<file path="config.mk">
export PLATFORM = sky130hd
export DESIGN_NAME = msg_bank_sched_flat
export DESIGN_NICKNAME = d
export VERILOG_FILES = /design/src/rtl/msg_pkg.sv /design/src/rtl/msg_bank_sched_if.sv /design/src/rtl/msg_bank.sv /design/src/rtl/msg_bank_sched.sv /design/src/flat_wrapper.sv
export SDC_FILE = /design/constraint.sdc
export NUM_CORES = 1
export LEC_CHECK = 0
export ABC_AREA = 1
export CORE_AREA = 2 2 205 207
export DETAILED_ROUTE_END_ITERATION = 8
export DIE_AREA = 0 0 207 209
export DONT_BUFFER_PORTS = 1
export PLACE_DENSITY_LB_ADDON = 0.15
export SETUP_SLACK_MARGIN = 0.4
export SLEW_MARGIN = 20
export SYNTH_ARGS = -nofsm -noshare
export SYNTH_HDL_FRONTEND = slang
export SYNTH_SLANG_ARGS = --single-unit
export TNS_END_PERCENT = 5
</file>
<file path="constraint.sdc">
create_clock -name clk -period 3.8 [get_ports clk]
set_clock_uncertainty 0.2 [all_clocks]
set_input_delay 0.76 -clock clk [delete_from_list [all_inputs] [get_ports clk]]
set_output_delay 0.76 -clock clk [all_outputs]
set_load 0.1 [all_outputs]
</file>
<file path="src/rtl/msg_pkg.sv">
// Shared types and sizing for the ping-pong navigation message scheduler.
package msg_pkg;

  localparam int MESSAGE_LEN_DEF = 120;
  localparam int WR_WIDTH_DEF    = 8;

  // Number of host words needed to cover a whole message.
  function automatic int msg_words(input int len, input int width);
    return (len + width - 1) / width;
  endfunction

  typedef logic bank_sel_t;

  typedef enum logic {
    FILL    = 1'b0,
    PENDING = 1'b1
  } host_state_e;

endpackage

</file>
<file path="src/rtl/msg_bank_sched_if.sv">
// Host-side write/commit port of the message scheduler.
interface msg_bank_sched_if
  import msg_pkg::*;
#(
  parameter int AW = $clog2(msg_words(MESSAGE_LEN_DEF, WR_WIDTH_DEF)),
  parameter int DW = WR_WIDTH_DEF
);
  // Handshake: a write (or commit) transfers on a clock edge where its valid and
  // ready are both high; ready depends only on scheduler state, never on valid.
  logic          wr_valid;
  logic          wr_ready;
  logic [AW-1:0] wr_addr;
  logic [DW-1:0] wr_data;
  logic          commit_valid;
  logic          commit_ready;

  modport master (
    output wr_valid, wr_addr, wr_data, commit_valid,
    input  wr_ready, commit_ready
  );

  modport slave (
    input  wr_valid, wr_addr, wr_data, commit_valid,
    output wr_ready, commit_ready
  );
endinterface

</file>
<file path="src/rtl/msg_bank.sv">
// One message bank: word-wide write port, combinational single-bit read port.
module msg_bank
  import msg_pkg::*;
#(
  parameter  int MESSAGE_LEN = MESSAGE_LEN_DEF,
  parameter  int WR_WIDTH    = WR_WIDTH_DEF,
  localparam int MSG_WORDS   = msg_words(MESSAGE_LEN, WR_WIDTH),
  localparam int AW          = $clog2(MSG_WORDS),
  localparam int RW          = $clog2(MESSAGE_LEN)
) (
  input  logic                clk,
  input  logic                rst,
  input  logic                i_we,
  input  logic [AW-1:0]       i_addr,
  input  logic [WR_WIDTH-1:0] i_data,
  input  logic [RW-1:0]       i_rd_addr,
  output logic                o_rd_bit
);

  logic [MESSAGE_LEN-1:0] w_bits;

  // Each bit only exists below MESSAGE_LEN, so padding bits of the last word
  // and out-of-range word addresses never match any storage.
  for (genvar b = 0; b < MESSAGE_LEN; b++) begin : g_bit
    logic r_b;
    always_ff @(posedge clk) begin
      if (rst) begin
        r_b <= 1'b0;
      end else if (i_we && (i_addr == AW'(b / WR_WIDTH))) begin
        r_b <= i_data[b % WR_WIDTH];
      end
    end
    assign w_bits[b] = r_b;
  end

  assign o_rd_bit = (32'(i_rd_addr) < MESSAGE_LEN) ? w_bits[i_rd_addr] : 1'b0;

endmodule

</file>
<file path="src/rtl/msg_bank_sched.sv">
// Ping-pong navigation message scheduler: host fills the back bank, banks swap
// only on a frame boundary, and the front bank serves one bit per msg_addr.
module msg_bank_sched
  import msg_pkg::*;
#(
  parameter  int MESSAGE_LEN = MESSAGE_LEN_DEF,
  parameter  int WR_WIDTH    = WR_WIDTH_DEF,
  localparam int MSG_WORDS   = msg_words(MESSAGE_LEN, WR_WIDTH),
  localparam int RW          = $clog2(MESSAGE_LEN)
) (
  input  logic                clk,
  input  logic                rst,
  msg_bank_sched_if.slave     host,
  input  logic                frame_start,
  input  logic [RW-1:0]       msg_addr,
  output logic                msg_bit,
  output logic                active_bank,
  output logic                pending,
  output logic                swap_pulse,
  output logic [15:0]         repeat_cnt,
  output logic                wr_err,
  output host_state_e         o_dbg_state
);

  host_state_e r_state;
  host_state_e w_state_nxt;
  bank_sel_t   r_active;
  bank_sel_t   w_front;

  logic        w_wr_fire;
  logic        w_commit_fire;
  logic        w_swap;
  logic        w_we0;
  logic        w_we1;
  logic        w_bit0;
  logic        w_bit1;
  logic        w_err_addr;
  logic        r_msg_bit;
  logic        r_swap_pulse;
  logic        r_wr_err;
  logic [15:0] r_repeat;

  assign host.wr_ready     = (r_state == FILL);
  assign host.commit_ready = (r_state == FILL);
  assign w_wr_fire         = host.wr_valid && host.wr_ready;
  assign w_commit_fire     = host.commit_valid && host.commit_ready;
  assign w_err_addr        = (32'(host.wr_addr) >= MSG_WORDS);

  // A swap needs a commit that was already pending when the boundary arrives.
  assign w_swap  = frame_start && (r_state == PENDING);
  assign w_front = w_swap ? ~r_active : r_active;

  // Writes always land in the bank that is not being served.
  assign w_we0 = w_wr_fire && (r_active == 1'b1);
  assign w_we1 = w_wr_fire && (r_active == 1'b0);

  always_ff @(posedge clk) begin
    if (rst) r_state <= FILL;
    else     r_state <= w_state_nxt;
  end

  always_comb begin
    w_state_nxt = r_state;
    case (r_state)
      FILL:    if (w_commit_fire) w_state_nxt = PENDING;
      PENDING: if (frame_start)   w_state_nxt = FILL;
      default: w_state_nxt = FILL;
    endcase
  end

  always_ff @(posedge clk) begin
    if (rst) begin
      r_active     <= 1'b0;
      r_msg_bit    <= 1'b0;
      r_swap_pulse <= 1'b0;
      r_repeat     <= '0;
      r_wr_err     <= 1'b0;
    end else begin
      r_active     <= w_front;
      r_msg_bit    <= w_front ? w_bit1 : w_bit0;
      r_swap_pulse <= w_swap;
      if (frame_start && (r_state == FILL) && (r_repeat != 16'hFFFF)) begin
        r_repeat <= r_repeat + 16'd1;
      end
      if (w_wr_fire && w_err_addr) begin
        r_wr_err <= 1'b1;
      end
    end
  end

  msg_bank #(.MESSAGE_LEN(MESSAGE_LEN), .WR_WIDTH(WR_WIDTH)) u_bank0 (
    .clk       (clk),
    .rst       (rst),
    .i_we      (w_we0),
    .i_addr    (host.wr_addr),
    .i_data    (host.wr_data),
    .i_rd_addr (msg_addr),
    .o_rd_bit  (w_bit0)
  );

  msg_bank #(.MESSAGE_LEN(MESSAGE_LEN), .WR_WIDTH(WR_WIDTH)) u_bank1 (
    .clk       (clk),
    .rst       (rst),
    .i_we      (w_we1),
    .i_addr    (host.wr_addr),
    .i_data    (host.wr_data),
    .i_rd_addr (msg_addr),
    .o_rd_bit  (w_bit1)
  );

  assign msg_bit     = r_msg_bit;
  assign active_bank = r_active;
  assign pending     = (r_state == PENDING);
  assign swap_pulse  = r_swap_pulse;
  assign repeat_cnt  = r_repeat;
  assign wr_err      = r_wr_err;
  assign o_dbg_state = r_state;

endmodule

</file>
<file path="src/flat_wrapper.sv">
// flat-port wrapper written by rule: the top's interface ports become plain ports
module msg_bank_sched_flat import msg_pkg::*;
#(
  parameter  int MESSAGE_LEN = MESSAGE_LEN_DEF,
  parameter  int WR_WIDTH    = WR_WIDTH_DEF,
  localparam int MSG_WORDS   = msg_words(MESSAGE_LEN, WR_WIDTH),
  localparam int RW          = $clog2(MESSAGE_LEN)
)
  (clk, rst, frame_start, msg_addr, msg_bit, active_bank, pending, swap_pulse, repeat_cnt, wr_err, o_dbg_state, host_wr_valid, host_wr_addr, host_wr_data, host_commit_valid, host_wr_ready, host_commit_ready);
  msg_bank_sched_if host_i ();
  input  logic clk;
  input  logic rst;
  input  logic frame_start;
  input  logic [RW-1:0] msg_addr;
  output logic msg_bit;
  output logic active_bank;
  output logic pending;
  output logic swap_pulse;
  output logic [15:0] repeat_cnt;
  output logic wr_err;
  output host_state_e o_dbg_state;
  input wire logic [$bits(host_i.wr_valid)-1:0] host_wr_valid;
  input wire logic [$bits(host_i.wr_addr)-1:0] host_wr_addr;
  input wire logic [$bits(host_i.wr_data)-1:0] host_wr_data;
  input wire logic [$bits(host_i.commit_valid)-1:0] host_commit_valid;
  output wire logic [$bits(host_i.wr_ready)-1:0] host_wr_ready;
  output wire logic [$bits(host_i.commit_ready)-1:0] host_commit_ready;
  assign host_i.wr_valid = host_wr_valid;
  assign host_i.wr_addr = host_wr_addr;
  assign host_i.wr_data = host_wr_data;
  assign host_i.commit_valid = host_commit_valid;
  assign host_wr_ready = host_i.wr_ready;
  assign host_commit_ready = host_i.commit_ready;
  msg_bank_sched #(.MESSAGE_LEN(MESSAGE_LEN), .WR_WIDTH(WR_WIDTH)) u_core (.clk(clk), .rst(rst), .host(host_i), .frame_start(frame_start), .msg_addr(msg_addr), .msg_bit(msg_bit), .active_bank(active_bank), .pending(pending), .swap_pulse(swap_pulse), .repeat_cnt(repeat_cnt), .wr_err(wr_err), .o_dbg_state(o_dbg_state));
endmodule
</file>
==> results_dict.tcl, run 1 <==
set metrics [dict create \
    outcome "finished, final reports clean" \
    setup_viol 0 \
    final_common_cell "nor2_1" \
    power-per-cell-area_nw_per_um2 459.0 \
    clock_path_buffers 3 \
    cts_root_buf "clkbuf_16" \
    regArea_um2 5226 \
    drcViolationCount 0 \
    start_kind "flop" \
    max_freq_ghz 0.3891 \
    r2r_slack_ns 1.23 \
    die_y_um 209 \
    synth-edff-count 0 \
    drv_cap 0 \
    synth.ff_latch_count 261 \
    postSynthCellCount 1834 \
    power.total_uw 6195 \
    crit_path_max_fanout 11 \
    clk_pin_slew_ns 0.06 \
    critPathBufInv 2 \
    post-route-period-util_pct 67.63 \
    grt_pass1_wl_um 62160 \
    r2r-start "u_core.repeat_cnt[0]" \
    wirelength_um 39530 \
    crit_type "flop to flop" \
    finalHoldViolCount 0 \
    syn_to_final_growth_pct 10.86 \
    hold_path_depth 1 \
    firstDrtPassIters 5 \
    diodes 0 \
    cts_setup_buffers 0 \
    layout_min_cycle_time_ns 2.570 \
    worstHoldStart "rst" \
    r2r_end "u_core.repeat_cnt[7]" \
    worstPathRequired_ns 4.05 \
    synth-xor-area-share_pct 0.3597 \
    portBuffers 0 \
    grt.overflow.total 0 \
    cpMaxStageDelayCell "nor2_1" \
    synthSimpleGateAreaFrac_pct 28.27 \
    synth_compound_area_share_pct 17.39 \
    ys_warn_count 0 \
    ant_nets 0 \
    synthAdderAreaFrac_pct 0.1028 \
    post_drt_wl_per_cell_um 16.92 \
    r2r_cells 12 \
    vdd_ir_drop_max_mv 0.3856 \
    grt_max_degree 153 \
    tightest_slew_ns 1.007 \
    drtIter0Drc 919 \
    cts.sinks 261 \
    synth_top_family_by_area "simple AND/OR/NAND/NOR gates" \
    die_x_um 207 \
    drive_gt1_share_pct 5.954 \
    n_fill_cell 4538 \
    rows 75 \
    multiInputGateArea_um2 5615 \
    dieArea_um2 43260 \
    clk_latency_ns 0.56 \
    grt.total_usage_pct 17.92 \
    ys_async_sr_fraction_pct 0 \
    syn_avg_cell_area_um2 6.639 \
    initial_utilization_pct 29.49 \
    ctsHoldBuffers 0 \
    grt_pass1_vias 10678 \
    power.leakage_uw 0.005461 \
    viasPerCell 4.841 \
    hp-class "input port to flop" \
    place_hpwl_um 22040 \
    tns_ns 0 \
    cts_made_buffers 31 \
    synth_seq_area_share_pct 42.91 \
    arrival_ns 2.82 \
    cts_tree "yes" \
    ctsResizeCount 0 \
    syn_nets 1859 \
    relSlewSlack_pct 32.77 \
    muxShareOfSynthArea_pct 0 \
    cp-end-kind "flop" \
    core_um2 41290 \
    cpPeakStageDelay_ns 0.50 \
    route.vias.total 11308 \
    path_delay_family "simple AND/OR/NAND/NOR gates" \
    antenna_found_initial 0 \
    rsz0062_at_grt "false" \
    final_cell_mix "nor2_1 (402), o21ai_0 (264), dfxtp_1 (260)" \
    ctsHtreeMaxLevel 1 \
    cpMostUsedCell "nor2_1" \
    gp_congestion 0.7584 \
    crit_chain "buf_4 > ha_1 > inv_1 > nor3_2 > nand3_1 > nor2_1 > nor2_1 > nand3_1 > nor2_1 > nand2_1 > o21ai_0 > a21oi_1" \
    final_nets 1800 \
    ioPinCount 48 \
    slew_viol_final 0 \
    ys_types 27 \
    ys.flop_type "dfxtp_1" \
    whs_endpoint "u_core.msg_bit" \
    syn_area_um2 12180 \
]
==> how the worst max path moves through the flow <==
stage                              start                    to  slack, ns  cells after the start
global route        u_core.repeat_cnt[0]  u_core.repeat_cnt[7]       0.90                     12
CTS                       u_core.msg_bit               msg_bit       1.23                      0
floorplan             u_core.o_dbg_state         host_wr_ready       0.96                      2
global placement             msg_addr[0]        u_core.msg_bit       1.11                     13
detailed placement           msg_addr[0]        u_core.msg_bit       1.09                     13
finish              u_core.repeat_cnt[0]  u_core.repeat_cnt[7]       1.23                     12
==> registers in the layout, summed over array words and instances, names as in the netlist <==
signal / flops
u_core.u_bank1.g_bit.r_b: 120
u_core.o_dbg_state: 1
u_core.wr_err: 1
u_core.msg_bit: 1
u_core.repeat_cnt: 16
u_core.u_bank0.g_bit.r_b: 120
u_core.swap_pulse: 1
u_core.active_bank: 1
==> final cells by class <==
type                    count  area share, %
clock buffers              49          6.915
well taps                 539          4.996
repair buffers             29          1.891
multi-input cells        1264          41.60
clock inverters             6         0.5933
inverters                 188          5.284
flip-flops and latches    261          38.72
==> cells in the mapped netlist, types with 7 or more instances <==
cell | instances | area [µm²]
nor2_2 | 10 | 62.56
o21ai_0 | 264 | 1321
nor2_1 | 402 | 1509
clkbuf_1 | 71 | 266.5
o211ai_1 | 14 | 105.1
nand3_1 | 164 | 820.8
o21ai_1 | 9 | 45.04
dfxtp_1 | 261 | 5225
nand2_1 | 252 | 945.9
nor3_1 | 7 | 35.03
inv_2 | 15 | 56.30
a21oi_1 | 125 | 625.6
buf_2 | 27 | 135.1
inv_1 | 168 | 630.6
buf_6 | 16 | 180.2
==> logic make-up after synthesis <==
logic type | count (synthesis)
compound gates | 415
xor+xnor | 5
buf+inv | 309
fa+ha+maj | 1
flops | 261
simple gates | 843
==> through the flow <==
stage          setup slack (ns)  instances  cell area (µm²)  utilization, %  hold WS [ns]
5_1_grt                  0.8976       2336            13500           32.69       0.04126
6_report                  1.230       2336            13500           32.69       0.06932
3_3_place_gp              1.110       2281            12480           30.24        0.2381
3_5_place_dp              1.088       2281            12480           30.24        0.2422
2_1_floorplan            0.9635       1834            12180               -        0.2292
4_1_cts                   1.231       2336            13500           32.69       0.03675
==> where the power goes <==
part / total, µW / switching [µW] / internal (µW)
Combinational: 426 / 303 / 124
Clock: 2970 / 1170 / 1800
Sequential: 2800 / 25.9 / 2770
==> routing by layer <==
layer,wire [µm],GRT usage [%],vias to the layer above
met5,0,0,-
met3,1756,2.901,40
met2,17650,28.85,213
met4,603,3.227,0
li1,-,-,5751
met1,19520,25.44,5304
(Power assumes the default switching activity.)
==> inputs of run 2 (changes only) <==
==> constraint.sdc (replaced) <==
create_clock -name clk -period 2.3 [get_ports clk]
set_clock_uncertainty 0.2 [all_clocks]
set_input_delay 0.46 -clock clk [delete_from_list [all_inputs] [get_ports clk]]
set_output_delay 0.46 -clock clk [all_outputs]
set_load 0.1 [all_outputs]
==> results_dict.tcl, run 2 (synthesis results as in run 1) <==
set metrics [dict create \
    power-per-cell-area_nw_per_um2 724.4 \
    r2r-start "u_core.o_dbg_state" \
    die_y_um 209 \
    switching_share_pct 25.63 \
    antenna_found_initial 0 \
    tightest_slew_ns 0.6022 \
    clock_path_buffers 3 \
    post_drt_wl_per_cell_um 17.24 \
    dr_wl_met2_um 18690 \
    r2r_end "u_core.u_bank1.g_bit[12].r_b" \
    relSlewSlack_pct 59.72 \
    initial_utilization_pct 29.49 \
    cts_tree "yes" \
    r2r_slack_ns 0.34 \
    final_cells 2399 \
    grt.total_usage_pct 18.29 \
    viasPerCell 4.856 \
    worstPathRequired_ns 1.64 \
    grt_max_degree 153 \
    regArea_um2 5273 \
    finalHoldViolCount 0 \
    dieArea_um2 43260 \
    hp-class "input port to flop" \
    drcViolationCount 0 \
    crit_end "pending" \
    syn_to_final_growth_pct 19.02 \
    multiInputGateArea_um2 5757 \
    crit_path_max_fanout 2 \
    firstDrtPassIters 5 \
    drv_cap 0 \
    outcome "finished, final reports clean" \
    ioPinCount 48 \
    core_um2 41290 \
    crit_chain "buf_12 > buf_16" \
    top_layer "met4" \
    cpMaxStageDelayCell "dfxtp_4" \
    placedCellCount 2312 \
    cts.sinks 261 \
    crit_type "flop to output port" \
    switchingPower_uw 2691 \
    wirelength_met1_um 19800 \
    cts_root_buf "clkbuf_16" \
    rows 75 \
    max_freq_ghz 0.5002 \
    drtIter0Drc 857 \
    die_x_um 207 \
    ant_nets 0 \
    post-route-period-util_pct 86.91 \
    wirelength_um 41350 \
    cp-end-kind "output port" \
    power.leakage_uw 0.005902 \
    rsz0062_at_grt "true" \
    cts_made_buffers 31 \
    p_int_uw 7807 \
    clk_latency_ns 0.58 \
    final_cell_mix "nor2_1 (385), o21ai_0 (260), nand2_1 (252)" \
    n_fill_cell 4461 \
    slew_viol_final 0 \
    cpPeakStageDelay_ns 0.41 \
    place_hpwl_um 22180 \
    grt.overflow.total 0 \
    grt_pass1_vias 10946 \
    route.vias.total 11650 \
    utilization_pct 35.10 \
    p_comb_share_pct 9.5 \
    portBuffers 0 \
    layout_min_cycle_time_ns 1.999 \
    worstSetupStartpoint "u_core.o_dbg_state" \
    final_nets 1862 \
    r2r_cells 10 \
    fin_ws_ns 0.3010 \
    setup_viol 0 \
    power_frac_seq_pct 43.8 \
    power.total_uw 10500 \
    final_common_cell "nor2_1" \
    ctsHtreeMaxLevel 1 \
    clkPwrFrac_pct 46.7 \
    vdd_ir_drop_max_mv 0.6328 \
    start_kind "flop" \
    clk_pin_slew_ns 0.06 \
    gp_congestion 0.7620 \
    met3_length_um 1944 \
    arrival_ns 1.34 \
    drive_gt1_share_pct 11.51 \
    tns_ns 0 \
    grt_pass1_wl_um 63270 \
    place_ws_ns 0.1091 \
]
==> run 2: cell count changes in the layout (fill, tap and decap cells not counted), moves of 4 or more <==
cell / previous run / this run
inv_1: 168 / 160
dlygate4sd3_1: 0 / 11
o21ai_0: 264 / 260
dfxtp_1: 260 / 243
nor2_2: 10 / 19
dfxtp_2: 1 / 8
nor2_1: 402 / 385
buf_4: 26 / 53
inv_2: 15 / 20
clkinvlp_4: 0 / 6
nor2_4: 3 / 11
buf_12: 3 / 20
dfxtp_4: 0 / 10
==> run 2: worst min-delay path by stage <==
| stage | startpoint | end | slack (ns) | depth (start not counted) |
|---|---|---|---|---|
| global placement | u_core.u_bank1.g_bit[62].r_b | u_core.u_bank1.g_bit[62].r_b | 0.24 | 2 |
| global route | msg_addr[6] | u_core.msg_bit | 0.03 | 4 |
| CTS | rst | u_core.active_bank | -0.27 | 1 |
| detailed placement | u_core.u_bank1.g_bit[87].r_b | u_core.u_bank1.g_bit[87].r_b | 0.24 | 2 |
| finish | msg_addr[6] | u_core.msg_bit | 0.01 | 4 |
| floorplan | u_core.u_bank0.g_bit[37].r_b | u_core.u_bank0.g_bit[37].r_b | 0.23 | 2 |
==> run 2: final cells by class <==
type | instances | share of cell area, %
clock buffers | 48 | 6.553
multi-input cells | 1264 | 39.73
clock inverters | 7 | 0.4403
repair inverters | 3 | 0.1554
flip-flops and latches | 261 | 36.38
diodes | 1 | 0.01727
well taps | 539 | 4.654
repair buffers | 88 | 6.916
inverters | 188 | 5.155
==> run 2: layer usage <==
| layer | track usage [%] | vias to the layer above |
|---|---|---|
| met3 | 3.051 | 56 |
| met5 | 0 | - |
| met2 | 29.83 | 230 |
| met4 | 5.394 | 0 |
| li1 | - | 5872 |
| met1 | 24.82 | 5492 |
==> run 2: power groups by stage <==
stage	Sequential, µW	Combinational, µW	Clock (µW)
4_1_cts	4600	946	5010
2_1_floorplan	4760	619	0
3_5_place_dp	4700	765	0
5_1_grt	4600	1090	5190
6_report	4600	995	4900
3_3_place_gp	4700	762	0
==> run 2: worst max-delay path, delay by kind of cell (launching register included) <==
| kind | cells | cell delay (ns) |
|---|---|---|
| buf+inv | 2 | 0.34 |
| flops | 1 | 0.41 |
==> run 2: repair_timing <==
action / in CTS / in global routing
buffers inserted: 2 / 7
endpoints found under the setup margin: 139 / 224
hold endpoints to repair: 261 / 11
cloned: 0 / 3
pin swaps: 0 / 8
hold buffers: 12 / 7
gates resized for setup: 15 / 48
==> run 2: per-stage QoR <==
| step | cell area [µm²] | hold slack, ns |
|---|---|---|
| after detailed placement | 12870 | 0.2414 |
| after global placement | 12870 | 0.2374 |
| after global routing | 14490 | 0.02653 |
| after CTS | 14170 | -0.2655 |
| final | 14490 | 0.01103 |
| after floorplan | 12260 | 0.2292 |
